File: src/rtl/ddr3_cmd_sched_if.sv
// Host request and DDR3 command pin bundle for ddr3_cmd_sched.
interface ddr3_cmd_sched_if #(
  parameter int unsigned ROW_W = 14,
  parameter int unsigned COL_W = 10
);
  logic             req_valid;
  logic             req_ready;
  logic             req_we;
  logic [2:0]       req_bank;
  logic [ROW_W-1:0] req_row;
  logic [COL_W-1:0] req_col;
  logic             cs_n;
  logic             ras_n;
  logic             cas_n;
  logic             we_n;
  logic [2:0]       ba;
  logic [ROW_W-1:0] addr;
  logic             ref_busy;

  modport master (
    output req_valid, req_we, req_bank, req_row, req_col,
    input  req_ready, cs_n, ras_n, cas_n, we_n, ba, addr, ref_busy
  );

  modport slave (
    input  req_valid, req_we, req_bank, req_row, req_col,
    output req_ready, cs_n, ras_n, cas_n, we_n, ba, addr, ref_busy
  );
endinterface

File: src/rtl/ddr3_cmd_sched.sv
// DDR3 command scheduler: per-bank open-row tracking, PRE/ACT/RD/WR/REF spacing, periodic refresh.
// Optional macro DDR3_CLOSE_PAGE_EN: every access auto-precharges and no rows are kept open.
module ddr3_cmd_sched #(
  parameter int unsigned ROW_W  = 14,
  parameter int unsigned COL_W  = 10,
  parameter int unsigned T_RCD  = 5,
  parameter int unsigned T_RP   = 5,
  parameter int unsigned T_CCD  = 4,
  parameter int unsigned T_RFC  = 44,
  parameter int unsigned T_REFI = 780
) (
  input logic             clk,
  input logic             reset,
  ddr3_cmd_sched_if.slave bus
);
  localparam logic [3:0] CMD_NOP = 4'b0111;
  localparam logic [3:0] CMD_ACT = 4'b0011;
  localparam logic [3:0] CMD_RD  = 4'b0101;
  localparam logic [3:0] CMD_WR  = 4'b0100;
  localparam logic [3:0] CMD_PRE = 4'b0010;
  localparam logic [3:0] CMD_REF = 4'b0001;

`ifdef DDR3_CLOSE_PAGE_EN
  localparam int unsigned T_RW     = T_CCD + T_RP;
  localparam logic        AUTO_PRE = 1'b1;
`else
  localparam int unsigned T_RW     = T_CCD;
  localparam logic        AUTO_PRE = 1'b0;
`endif

  localparam int unsigned DLY_A   = (T_RCD > T_RP) ? T_RCD : T_RP;
  localparam int unsigned DLY_B   = (T_RW > T_RFC) ? T_RW : T_RFC;
  localparam int unsigned DLY_MAX = (DLY_A > DLY_B) ? DLY_A : DLY_B;
  localparam int unsigned WAIT_W  = $clog2(DLY_MAX + 1);
  localparam int unsigned REF_W   = $clog2(T_REFI + 1);
  localparam int unsigned NBANK   = 8;
  localparam logic [ROW_W-1:0] A10 = ROW_W'(1) << 10;

  typedef enum logic [2:0] {
    ST_IDLE, ST_PRE, ST_ACT, ST_RW, ST_WAIT, ST_PREA, ST_REF
  } state_t;

  typedef struct packed {
    logic             we;
    logic [2:0]       bank;
    logic [ROW_W-1:0] row;
    logic [COL_W-1:0] col;
  } req_t;

  state_t             state_q, state_d, next_q, next_d, after;
  logic [WAIT_W-1:0]  wait_q, wait_d, dly;
  logic               go_wait;
  req_t               lat_q, lat_d;
  logic [NBANK-1:0]   open_q, open_d;
  logic [ROW_W-1:0]   rows_q [NBANK];
  logic [ROW_W-1:0]   rows_d [NBANK];
  logic [REF_W-1:0]   refcnt_q, refcnt_d;
  logic               pend_q, pend_d;
  logic               busy_q, busy_d;
  logic [3:0]         cmd_q, cmd_d;
  logic [2:0]         ba_q, ba_d;
  logic [ROW_W-1:0]   addr_q, addr_d;
  logic               req_ready_c;

  assign req_ready_c = !reset && (state_q == ST_IDLE) && (wait_q == '0) && !pend_q;

  // Next-state, bookkeeping and the command that lands on the pins next cycle.
  always_comb begin
    state_d  = state_q;
    next_d   = next_q;
    wait_d   = wait_q;
    lat_d    = lat_q;
    open_d   = open_q;
    rows_d   = rows_q;
    pend_d   = pend_q;
    busy_d   = busy_q;
    go_wait  = 1'b0;
    dly      = '0;
    after    = ST_IDLE;
    cmd_d    = CMD_NOP;
    ba_d     = '0;
    addr_d   = '0;

    if (refcnt_q == REF_W'(1)) begin
      refcnt_d = REF_W'(T_REFI);
      pend_d   = 1'b1;
    end else begin
      refcnt_d = refcnt_q - REF_W'(1);
    end

    case (state_q)
      ST_IDLE: begin
        if (pend_q) begin
          busy_d  = 1'b1;
          state_d = (|open_q) ? ST_PREA : ST_REF;
        end else if (bus.req_valid && req_ready_c) begin
          lat_d = {bus.req_we, bus.req_bank, bus.req_row, bus.req_col};
          if (!open_q[bus.req_bank])                   state_d = ST_ACT;
          else if (rows_q[bus.req_bank] == bus.req_row) state_d = ST_RW;
          else                                          state_d = ST_PRE;
        end
      end
      ST_PRE: begin
        open_d[lat_q.bank] = 1'b0;
        go_wait = 1'b1; dly = WAIT_W'(T_RP); after = ST_ACT;
      end
      ST_ACT: begin
`ifndef DDR3_CLOSE_PAGE_EN
        open_d[lat_q.bank] = 1'b1;
        rows_d[lat_q.bank] = lat_q.row;
`endif
        go_wait = 1'b1; dly = WAIT_W'(T_RCD); after = ST_RW;
      end
      ST_RW: begin
        go_wait = 1'b1; dly = WAIT_W'(T_RW); after = ST_IDLE;
      end
      ST_PREA: begin
        go_wait = 1'b1; dly = WAIT_W'(T_RP); after = ST_REF;
      end
      ST_REF: begin
        pend_d  = 1'b0;
        open_d  = '0;
        go_wait = 1'b1; dly = WAIT_W'(T_RFC); after = ST_IDLE;
      end
      ST_WAIT: begin
        if (wait_q == WAIT_W'(1)) begin
          state_d = next_q;
          wait_d  = '0;
        end else begin
          wait_d = wait_q - WAIT_W'(1);
        end
      end
      default: state_d = ST_IDLE;
    endcase

    // A one-clock spacing goes straight to the follow-up command.
    if (go_wait) begin
      if (dly == WAIT_W'(1)) begin
        state_d = after;
      end else begin
        state_d = ST_WAIT;
        wait_d  = dly - WAIT_W'(1);
        next_d  = after;
      end
    end

    if (state_d == ST_IDLE) busy_d = 1'b0;

    case (state_d)
      ST_ACT:  begin cmd_d = CMD_ACT; ba_d = lat_d.bank; addr_d = lat_d.row; end
      ST_PRE:  begin cmd_d = CMD_PRE; ba_d = lat_d.bank; end
      ST_RW: begin
        cmd_d  = lat_d.we ? CMD_WR : CMD_RD;
        ba_d   = lat_d.bank;
        addr_d = ROW_W'(lat_d.col) | (AUTO_PRE ? A10 : '0);
      end
      ST_PREA: begin cmd_d = CMD_PRE; addr_d = A10; end
      ST_REF:  cmd_d = CMD_REF;
      default: ;
    endcase
  end

  always_ff @(posedge clk) begin
    if (reset) begin
      state_q  <= ST_IDLE;
      next_q   <= ST_IDLE;
      wait_q   <= '0;
      lat_q    <= '0;
      open_q   <= '0;
      rows_q   <= '{default: '0};
      refcnt_q <= REF_W'(T_REFI);
      pend_q   <= 1'b0;
      busy_q   <= 1'b0;
      cmd_q    <= CMD_NOP;
      ba_q     <= '0;
      addr_q   <= '0;
    end else begin
      state_q  <= state_d;
      next_q   <= next_d;
      wait_q   <= wait_d;
      lat_q    <= lat_d;
      open_q   <= open_d;
      rows_q   <= rows_d;
      refcnt_q <= refcnt_d;
      pend_q   <= pend_d;
      busy_q   <= busy_d;
      cmd_q    <= cmd_d;
      ba_q     <= ba_d;
      addr_q   <= addr_d;
    end
  end

  assign {bus.cs_n, bus.ras_n, bus.cas_n, bus.we_n} = cmd_q;
  assign bus.ba        = ba_q;
  assign bus.addr      = addr_q;
  assign bus.ref_busy  = busy_q;
  assign bus.req_ready = req_ready_c;
endmodule

File: src/flat_wrapper.sv
// flat-port wrapper written by rule: the top's interface ports become plain ports
module ddr3_cmd_sched_flat 
#(
  parameter int unsigned ROW_W  = 14,
  parameter int unsigned COL_W  = 10,
  parameter int unsigned T_RCD  = 5,
  parameter int unsigned T_RP   = 5,
  parameter int unsigned T_CCD  = 4,
  parameter int unsigned T_RFC  = 44,
  parameter int unsigned T_REFI = 780
)
  (clk, reset, bus_req_valid, bus_req_we, bus_req_bank, bus_req_row, bus_req_col, bus_req_ready, bus_cs_n, bus_ras_n, bus_cas_n, bus_we_n, bus_ba, bus_addr, bus_ref_busy);
  ddr3_cmd_sched_if #(.ROW_W(ROW_W), .COL_W(COL_W)) bus_i ();
  input logic clk;
  input logic reset;
  input wire logic [$bits(bus_i.req_valid)-1:0] bus_req_valid;
  input wire logic [$bits(bus_i.req_we)-1:0] bus_req_we;
  input wire logic [$bits(bus_i.req_bank)-1:0] bus_req_bank;
  input wire logic [$bits(bus_i.req_row)-1:0] bus_req_row;
  input wire logic [$bits(bus_i.req_col)-1:0] bus_req_col;
  output wire logic [$bits(bus_i.req_ready)-1:0] bus_req_ready;
  output wire logic [$bits(bus_i.cs_n)-1:0] bus_cs_n;
  output wire logic [$bits(bus_i.ras_n)-1:0] bus_ras_n;
  output wire logic [$bits(bus_i.cas_n)-1:0] bus_cas_n;
  output wire logic [$bits(bus_i.we_n)-1:0] bus_we_n;
  output wire logic [$bits(bus_i.ba)-1:0] bus_ba;
  output wire logic [$bits(bus_i.addr)-1:0] bus_addr;
  output wire logic [$bits(bus_i.ref_busy)-1:0] bus_ref_busy;
  assign bus_i.req_valid = bus_req_valid;
  assign bus_i.req_we = bus_req_we;
  assign bus_i.req_bank = bus_req_bank;
  assign bus_i.req_row = bus_req_row;
  assign bus_i.req_col = bus_req_col;
  assign bus_req_ready = bus_i.req_ready;
  assign bus_cs_n = bus_i.cs_n;
  assign bus_ras_n = bus_i.ras_n;
  assign bus_cas_n = bus_i.cas_n;
  assign bus_we_n = bus_i.we_n;
  assign bus_ba = bus_i.ba;
  assign bus_addr = bus_i.addr;
  assign bus_ref_busy = bus_i.ref_busy;
  ddr3_cmd_sched #(.ROW_W(ROW_W), .COL_W(COL_W), .T_RCD(T_RCD), .T_RP(T_RP), .T_CCD(T_CCD), .T_RFC(T_RFC), .T_REFI(T_REFI)) u_core (.clk(clk), .reset(reset), .bus(bus_i));
endmodule
File: config.mk
export PLATFORM = sky130hd
export DESIGN_NAME = ddr3_cmd_sched_flat
export DESIGN_NICKNAME = d
export VERILOG_FILES = /design/src/rtl/ddr3_cmd_sched_if.sv /design/src/rtl/ddr3_cmd_sched.sv /design/src/flat_wrapper.sv
export SDC_FILE = /design/constraint.sdc
export NUM_CORES = 1
export LEC_CHECK = 0
export ABC_AREA = 1
export CAP_MARGIN = 20
export CORE_UTILIZATION = 60
export CTS_BUF_LIST = sky130_fd_sc_hd__clkbuf_4
export DETAILED_ROUTE_END_ITERATION = 7
export GPL_TIMING_DRIVEN = 0
export HOLD_SLACK_MARGIN = 0.02
export MAX_ROUTING_LAYER = met4
export PLACE_DENSITY = 0.81
export SYNTH_ARGS = -nofsm -noshare
export SYNTH_HDL_FRONTEND = slang
export SYNTH_SLANG_ARGS = --single-unit
File: constraint.sdc
create_clock -name clk -period 2.2 [get_ports clk]
set_clock_uncertainty 0.05 [all_clocks]
set_input_delay 0.22 -clock clk [delete_from_list [all_inputs] [get_ports clk]]
set_output_delay 0.22 -clock clk [all_outputs]
set_load 0.01 [all_outputs]
Word-level counts from Yosys, hierarchy flattened
Cells that the tools add are included.

operators by class
  bitwise operators = 7
  add/sub/neg operators = 3
  div/mod/pow operators = 0
  shifts and indexed selects = 0
  mux-type cells = 33
  equality and inequality tests = 15
  magnitude comparators = 6
  multipliers = 0
  reduce and logical (&&, ||, !) cells = 23

operators by type and width
  operator                 count
  $bwmux W112              1
  $mux W28                 3
  $bmux W14 S3             1
  $demux W14 S3            1
  $mux W14                 3
  $pmux W14 S3             1
  $mux W6                  4
  $pmux W8 S3              1
  $mux W3                  6
  $pmux W3 S3              2
  $pmux W6 S3              1
  $pmux W4 S4              1
  $eq A3 B3 Y1 const B     5
  $eq A14 B14 Y1           1
  $eq A3 B2 Y1 const B     4
  $eq A6 B1 Y1 const B     2
  $sub A6 B1 Y6 const B    2
  $eq A10 B1 Y1 const B    1
  $reduce_or A2 Y1         5
  $sub A10 B1 Y10 const B  1
  $and A8 B8 Y8            1
  $ge A4 B4 Y1 const B     2
  $lt A3 B4 Y1 const B     2
  $not A3 Y4               2
  19 further kinds         34

word-level totals
  bits in latches = 0
  bits of input ports = 31
  output and inout bits = 23
  memories = 0
  bits in read-only memories = 0
  memory bits (writable) = 0
  register bits after elaboration = 193

Longest topological paths before layout
  depth after elaboration = 15
  gate-level depth with buffers = 20
  gate-level depth less buffers = 19

Worst setup path after synthesis
No wires, ideal clock.

  path type = reg2reg
  start point = register u_core.wait_q[0]
  end point = register u_core.addr_q[0], in the netlist u_core.bus.addr[0]
  path slack = 0.231 ns
  library setup time = 0.067 ns
  clock period less this slack = 1.969 ns
  arrival time = 1.852 ns
  path buffers = 1
  cell stages (with the launch flop) = 15
  path through = dfxtp_1 -> inv_1 -> ha_1 -> nand4_1 -> nor3_1 -> and2_1 -> clkbuf_1 -> nand2_1 -> nand3_1 -> nand2_1 -> a21oi_1 -> nand3_1 -> nand2_2 -> nand2_4 -> a21oi_2

on the way
  word-level cells in the longest chain between the ends = 10
  elaborated cells between the ends (all ways) = 17
  classes of those cells = 4 x eq/ne; 9 x mux; 4 x reduce/logical

ends and longest elaborated chain
  element                                              line                   text
  from (decl)                                          ddr3_cmd_sched.sv:51   logic [WAIT_W-1:0] wait_q, wait_d, dly;
  from (signal assigned)                               ddr3_cmd_sched.sv:180  wait_q <= wait_d;
  $logic_not A6 Y1                                     ddr3_cmd_sched.sv:65   assign req_ready_c = !reset && (state_q == ST_IDLE) && (wait_q == '0) && !pend_q;
  $logic_and A1 B1 Y1 (2 in series)                    ddr3_cmd_sched.sv:65
  $logic_and A1 B1 Y1                                  ddr3_cmd_sched.sv:96   end else if (bus.req_valid && req_ready_c) begin
  $mux W3                                              ddr3_cmd_sched.sv:96
  $mux W3                                              ddr3_cmd_sched.sv:93   if (pend_q) begin
  $pmux W3 S3                                          ddr3_cmd_sched.sv:91   case (state_q)
  $mux W3                                              ddr3_cmd_sched.sv:137  if (go_wait) begin
  $eq A3 B3 Y1 / $eq A3 B2 Y1 (equally long branches)  ddr3_cmd_sched.sv:149  case (state_d)
  $pmux W14 S3 *                                       ddr3_cmd_sched.sv:149
  to (signal assigned)                                 ddr3_cmd_sched.sv:189  addr_q <= addr_d;
  to (decl)                                            ddr3_cmd_sched.sv:62   logic [ROW_W-1:0] addr_q, addr_d;

Every way passes the cells marked *; elsewhere a longest branch is shown, timed or not.
A chain may end at the register's enable or synchronous reset.

Worst setup path after layout
  start point = register u_core.rows_q[53] in the netlist's numbering
  end point = register u_core.addr_q[3], in the netlist u_core.bus.addr[3]

on the way
  word-level cells in the longest chain between the ends = 12
  elaborated cells between the ends (all ways) = 14
  classes of those cells = 4 x eq/ne; 10 x mux

ends and longest elaborated chain
  element                                              line                   text
  from (decl)                                          ddr3_cmd_sched.sv:55   logic [ROW_W-1:0] rows_q [NBANK];
  from (signal assigned)                               ddr3_cmd_sched.sv:183  rows_q <= rows_d;
  $bmux W14 S3 *                                       ddr3_cmd_sched.sv:99   else if (rows_q[bus.req_bank] == bus.req_row) state_d = ST_RW;
  $mux W14 (implied by the code) * (2 in series)       ddr3_cmd_sched.sv:99
  $eq A14 B14 Y1 *                                     ddr3_cmd_sched.sv:99
  $mux W2 *                                            ddr3_cmd_sched.sv:99
  $mux W3 *                                            ddr3_cmd_sched.sv:98   if (!open_q[bus.req_bank]) state_d = ST_ACT;
  $mux W3 *                                            ddr3_cmd_sched.sv:96
  $mux W3 *                                            ddr3_cmd_sched.sv:93
  $pmux W3 S3 *                                        ddr3_cmd_sched.sv:91
  $mux W3 *                                            ddr3_cmd_sched.sv:137
  $eq A3 B3 Y1 / $eq A3 B2 Y1 (equally long branches)  ddr3_cmd_sched.sv:149
  $pmux W14 S3 *                                       ddr3_cmd_sched.sv:149

Every way passes the cells marked *; elsewhere a longest branch is shown, timed or not. The select of a mux whose other input is x is not followed.

==> out/qor_table.md <==
| Group | Metric | Value |
|---|---|---|
| placement | Total half-perimeter wirelength after legalization and detailed placement | 17,980 um |
| yosys | Cell area after synthesis | 0.008628 mm^2 |
| final layout | Final core area utilization | 0.7139 |
| timing | Fin. max-slew vios | 0 |
| final layout | Count of nets after finishing | 1,356 |
| drt | Wire length per cell | 17.02 um |
| yosys | Number of synthesized flops with an enable pin | 0 |
| timing | Final-report hold violation count | 0 |
| worst setup path | Type of destination of the critical path | register |
| yosys | Post-Syn Nets | 1,280 |
| cts | # clock sinks | 192 |
| drt | Iteration count of the initial detailed-routing pass | 8 |
| floorplan | Width of the chip | 121.9 um |
| yosys | Synthesis Warnings | 0 |
| final layout | Area delta synth->final | 15.30% |
| grt | Most crowded layer after global routing | met2 |
| floorplan | Die Y | 121.9 um |
| grt | Met1 Track Usage GR | 0.4568 |
| worst setup path | Worst path required time | 2.69 ns |
| timing | Unrepaired setup endpoints after global routing | yes |
| worst setup path | Arrival time of data at the critical path endpoint | 2.62 ns |
| floorplan | Count of pins on the block boundary | 54 |
| cts | Number of hold-repair buffers added at the cts stage | 0 |
| pwr | Power, Total | 8.988 mW |
| pwr | Sequential share of power | 0.466 |
| grt | Total global-route track usage | 0.3615 |
| drt | Total detailed-routing wirelength | 25,770 um |
| yosys | Yosys cell types | 37 |
| pwr | Internal power consumption | 5.597 mW |
| cts | Longest Clk Path Bufs | 2 |
| yosys | Post-synthesis cell count | 1,244 |
| grt | Global-route wire length before repair | 39,210 um |
| pwr | Switching power total | 3.391 mW |
| timing | Share of the clock period used by the worst path | 0.9663 |
| floorplan | Placeable Area | 0.01393 mm^2 |
| timing | Number of failing setup endpoints in the final timing report | 0 |
| floorplan | Floorplan row count | 43 |
| timing | Final critical-path required period | 2.126 ns |
| grt | Total gr overflow | 0 |
| drt | Antenna violation net count after detailed routing | 0 |
| outcome | Outcome | finished clean |
| placement | Weighted congestion at the end of routability-driven global placement | 0.9496 |
| grt | Antenna violations before repair | 1 |
| yosys | Commonest register cell after synthesis | sky130_fd_sc_hd__dfxtp_1 |
| cts | Number of H-tree levels | 4 |
| grt | Global routing met2 resource utilization | 0.5448 |
| final layout | Fillers | 1,210 |
| grt | Largest net degree at the start of global routing | 17 |
| pwr | Peak supply drop | 0.0007974 V |
| drt | Starting DRT DRC Count | 1,123 |
| cts | TritonCTS clock tree | done |
| worst setup path | CP Max Fanout | 10 |
| cts | Cts bufs inserted | 17 |
| grt | GRT met3 Usage | 0.06507 |
| cts | Worst-skew pair later-pin latency | 0.62 ns |
| floorplan | Die area | 0.01486 mm^2 |
| timing | Relative slew slack | 0.5090 |
| timing | Maximum clock frequency | 0.4704 GHz |
| timing | Final sum of negative setup slack | 0 ns |
| yosys | Most numerous cell types in the synthesized netlist | sky130_fd_sc_hd__nand2_1 (241), sky130_fd_sc_hd__dfxtp_1 (192), sky130_fd_sc_hd__nor2_1 (176) |
| worst setup path | Startpoint class of the critical path | register |
| grt | Via count of the first global-routing pass | 7,550 |
| cts | Clock tree root buffer cell | sky130_fd_sc_hd__clkbuf_4 |
| yosys | Average cell area after synthesis | 6.936 um^2 |
| pwr | Part of the power in combinational logic | 0.308 |
| yosys | Synth top area share | 0.4455 |
| drt | Via density per instance | 5.696 |
| floorplan | Starting utilization of the core area | 0.6192 |
| pwr | Clock power share | 0.226 |
| final layout | Proportion of layout cells with a drive suffix above 1 | 0.1020 |
| pwr | Proportion of total power due to net switching | 0.3773 |
| min path | Type of the tightest min-delay check | input port to register |
| run | Maxcap violations | 0 |
| yosys | Most numerous cell in the Yosys netlist | sky130_fd_sc_hd__nand2_1 |
| pwr | Pwr/cell area | 903.5 mW/mm^2 |
| cts | CTS clock-pin slew for the worst setup and hold paths | 0.15 ns |
| timing | Slew at the pin closest to its max-slew limit | 0.7365 ns |
| placement | Count of input and output buffers | 50 |
| yosys | Ys async rst share | 0 |
| yosys | Fraction of the yosys area taken by sequential cells | 0.4455 |
| yosys | Synthesis-stage register bit count | 192 |
| yosys | Leading area contributor after synthesis | sky130_fd_sc_hd__dfxtp_1 |
| pwr | Pleak | 4.032 nW |
| worst setup path | Path type of the worst setup path | register to register |
| timing | Minimum hold slack | 0.1103 ns |
| drt | Routed vias | 8,624 |
| yosys | Top area cells in the synthesized netlist | sky130_fd_sc_hd__dfxtp_1 (45%), sky130_fd_sc_hd__nand2_1 (10%), sky130_fd_sc_hd__o21ai_0 (7.8%) |
| drt | Drc violations | 0 |
worst max-delay path: stages (launching register included):
cell,delay (ns)
sky130_fd_sc_hd__dfxtp_1,0.35
sky130_fd_sc_hd__nor2_2,0.16
sky130_fd_sc_hd__nor2_1,0.06
sky130_fd_sc_hd__nand2_1,0.07
sky130_fd_sc_hd__nand3_1,0.14
sky130_fd_sc_hd__nand3b_1,0.15
sky130_fd_sc_hd__nand2_1,0.06
sky130_fd_sc_hd__nor2_1,0.08
sky130_fd_sc_hd__nand2_1,0.06
sky130_fd_sc_hd__nor2_1,0.08
sky130_fd_sc_hd__nand2_1,0.09
sky130_fd_sc_hd__nand2_2,0.09
sky130_fd_sc_hd__nand2_4,0.07
sky130_fd_sc_hd__nand2_4,0.10
sky130_fd_sc_hd__buf_4,0.17
sky130_fd_sc_hd__nand3_1,0.10
sky130_fd_sc_hd__a21oi_2,0.16
metal layers:
| metal | vias to the layer above | wire [um] |
|---|---|---|
| met3 | 109 | 2347 |
| met2 | 424 | 11270 |
| met4 | 0 | 1437 |
| li1 | 4185 | - |
| met1 | 3906 | 10710 |
| met5 | - | 0 |
what timing repair did:
item,CTS,global route
hold endpoints to repair,0,0
buffers inserted,1,5
resized for setup,29,54
pin swaps,2,2
endpoints found under the setup margin,27,38
gates cloned,0,2
power groups by stage:
stage / Combinational, mW / Sequential, mW / Clock (mW)
after CTS: 2.48 / 4.17 / 2.01
final: 2.77 / 4.19 / 2.03
after floorplan: 1.76 / 4.10 / 0
after global placement: 2.35 / 4.23 / 0
after global routing: 3.04 / 4.21 / 2.15
after detailed placement: 2.40 / 4.24 / 0
sequential cells by signal, indices dropped and copies added, names as in the netlist, named ones only:
name	cells
u_core.pend_q	1
u_core.cmd_q	3
u_core.state_q	3
u_core.open_q	8
u_core.next_q	3
u_core.rows_q	112
u_core.bus.ba	3
u_core.wait_q	3
u_core.refcnt_q	10
u_core.bus.ref_busy	1
u_core.lat_q	28
u_core.bus.addr	14
final cells by class:
class,count,area (um^2),share of cell area
sequential,192,3850,0.3870
buffer,66,389.1,0.03911
clock buffer,20,150.1,0.01509
clock inverter,12,142.6,0.01434
timing repair buffer,57,560.5,0.05635
multi-input combinational,856,4140,0.4162
inverter,130,488.0,0.04905
tap,180,225.2,0.02264
antenna,1,2.502,0.0002515
path summary, 6_finish.rpt:
path,from,endpoint,slack [ns],depth (start not counted)
worst max-delay path,u_core.rows_q[53]$_SDFFE_PP0P_,u_core.bus.addr[3]$_SDFF_PP0_,0.07,16
worst min-delay path,bus_req_col[5],u_core.lat_q[5]$_SDFF_PP0_,0.11,3
worst max register to register,u_core.rows_q[53]$_SDFFE_PP0P_,u_core.bus.addr[3]$_SDFF_PP0_,0.07,16
worst min register to register,u_core.refcnt_q[0]$_SDFF_PP0_,u_core.refcnt_q[0]$_SDFF_PP0_,0.41,1
kinds of logic (layout without fill, tap and decap cells):
kind of cell    after synthesis  in the layout  share of synthesized area
buf+inv                     197            285                    0.09498
compound gates              269            269                     0.1647
flops                       192            192                     0.4455
other cells                   1              2                  0.0004346
mux                           1              1                   0.001160
simple gates                573            574                     0.2799
xor+xnor                      6              6                   0.006090
fa+ha+maj                     5              5                   0.007251
layout by cell type (no fill, tap or decap), types with 4 or more instances in the layout:
cell type	instances
sky130_fd_sc_hd__nand2_1	236
sky130_fd_sc_hd__dfxtp_1	187
sky130_fd_sc_hd__nor2_1	169
sky130_fd_sc_hd__o21ai_0	130
sky130_fd_sc_hd__inv_1	117
sky130_fd_sc_hd__nand3_1	99
sky130_fd_sc_hd__a21oi_1	99
sky130_fd_sc_hd__clkdlybuf4s50_1	48
sky130_fd_sc_hd__clkbuf_1	33
sky130_fd_sc_hd__clkbuf_4	22
sky130_fd_sc_hd__nand4_1	14
sky130_fd_sc_hd__nor3_1	12
sky130_fd_sc_hd__o21ai_1	12
sky130_fd_sc_hd__buf_4	12
sky130_fd_sc_hd__inv_2	11
sky130_fd_sc_hd__buf_6	11
sky130_fd_sc_hd__a21oi_2	11
sky130_fd_sc_hd__a211oi_1	9
sky130_fd_sc_hd__nand3_2	9
sky130_fd_sc_hd__buf_2	8
sky130_fd_sc_hd__nand2_2	7
sky130_fd_sc_hd__nor2_2	5
sky130_fd_sc_hd__clkinv_1	5
sky130_fd_sc_hd__clkbuf_2	5
sky130_fd_sc_hd__dfxtp_2	5
sky130_fd_sc_hd__nor3_2	4
sky130_fd_sc_hd__xor2_1	4
sky130_fd_sc_hd__nand3b_1	4
sky130_fd_sc_hd__ha_1	4
through the flow:
step,area (um^2),instances,setup WS [ns]
global placement,9354,1474,-0.7816
floorplan,8628,1244,0.2310
CTS,9743,1506,0.004078
global route,9948,1514,-0.03029
finish,9948,1514,0.07408
detailed placement,9354,1474,-0.7779
No activity file was read; power rests on OpenSTA's default activity.
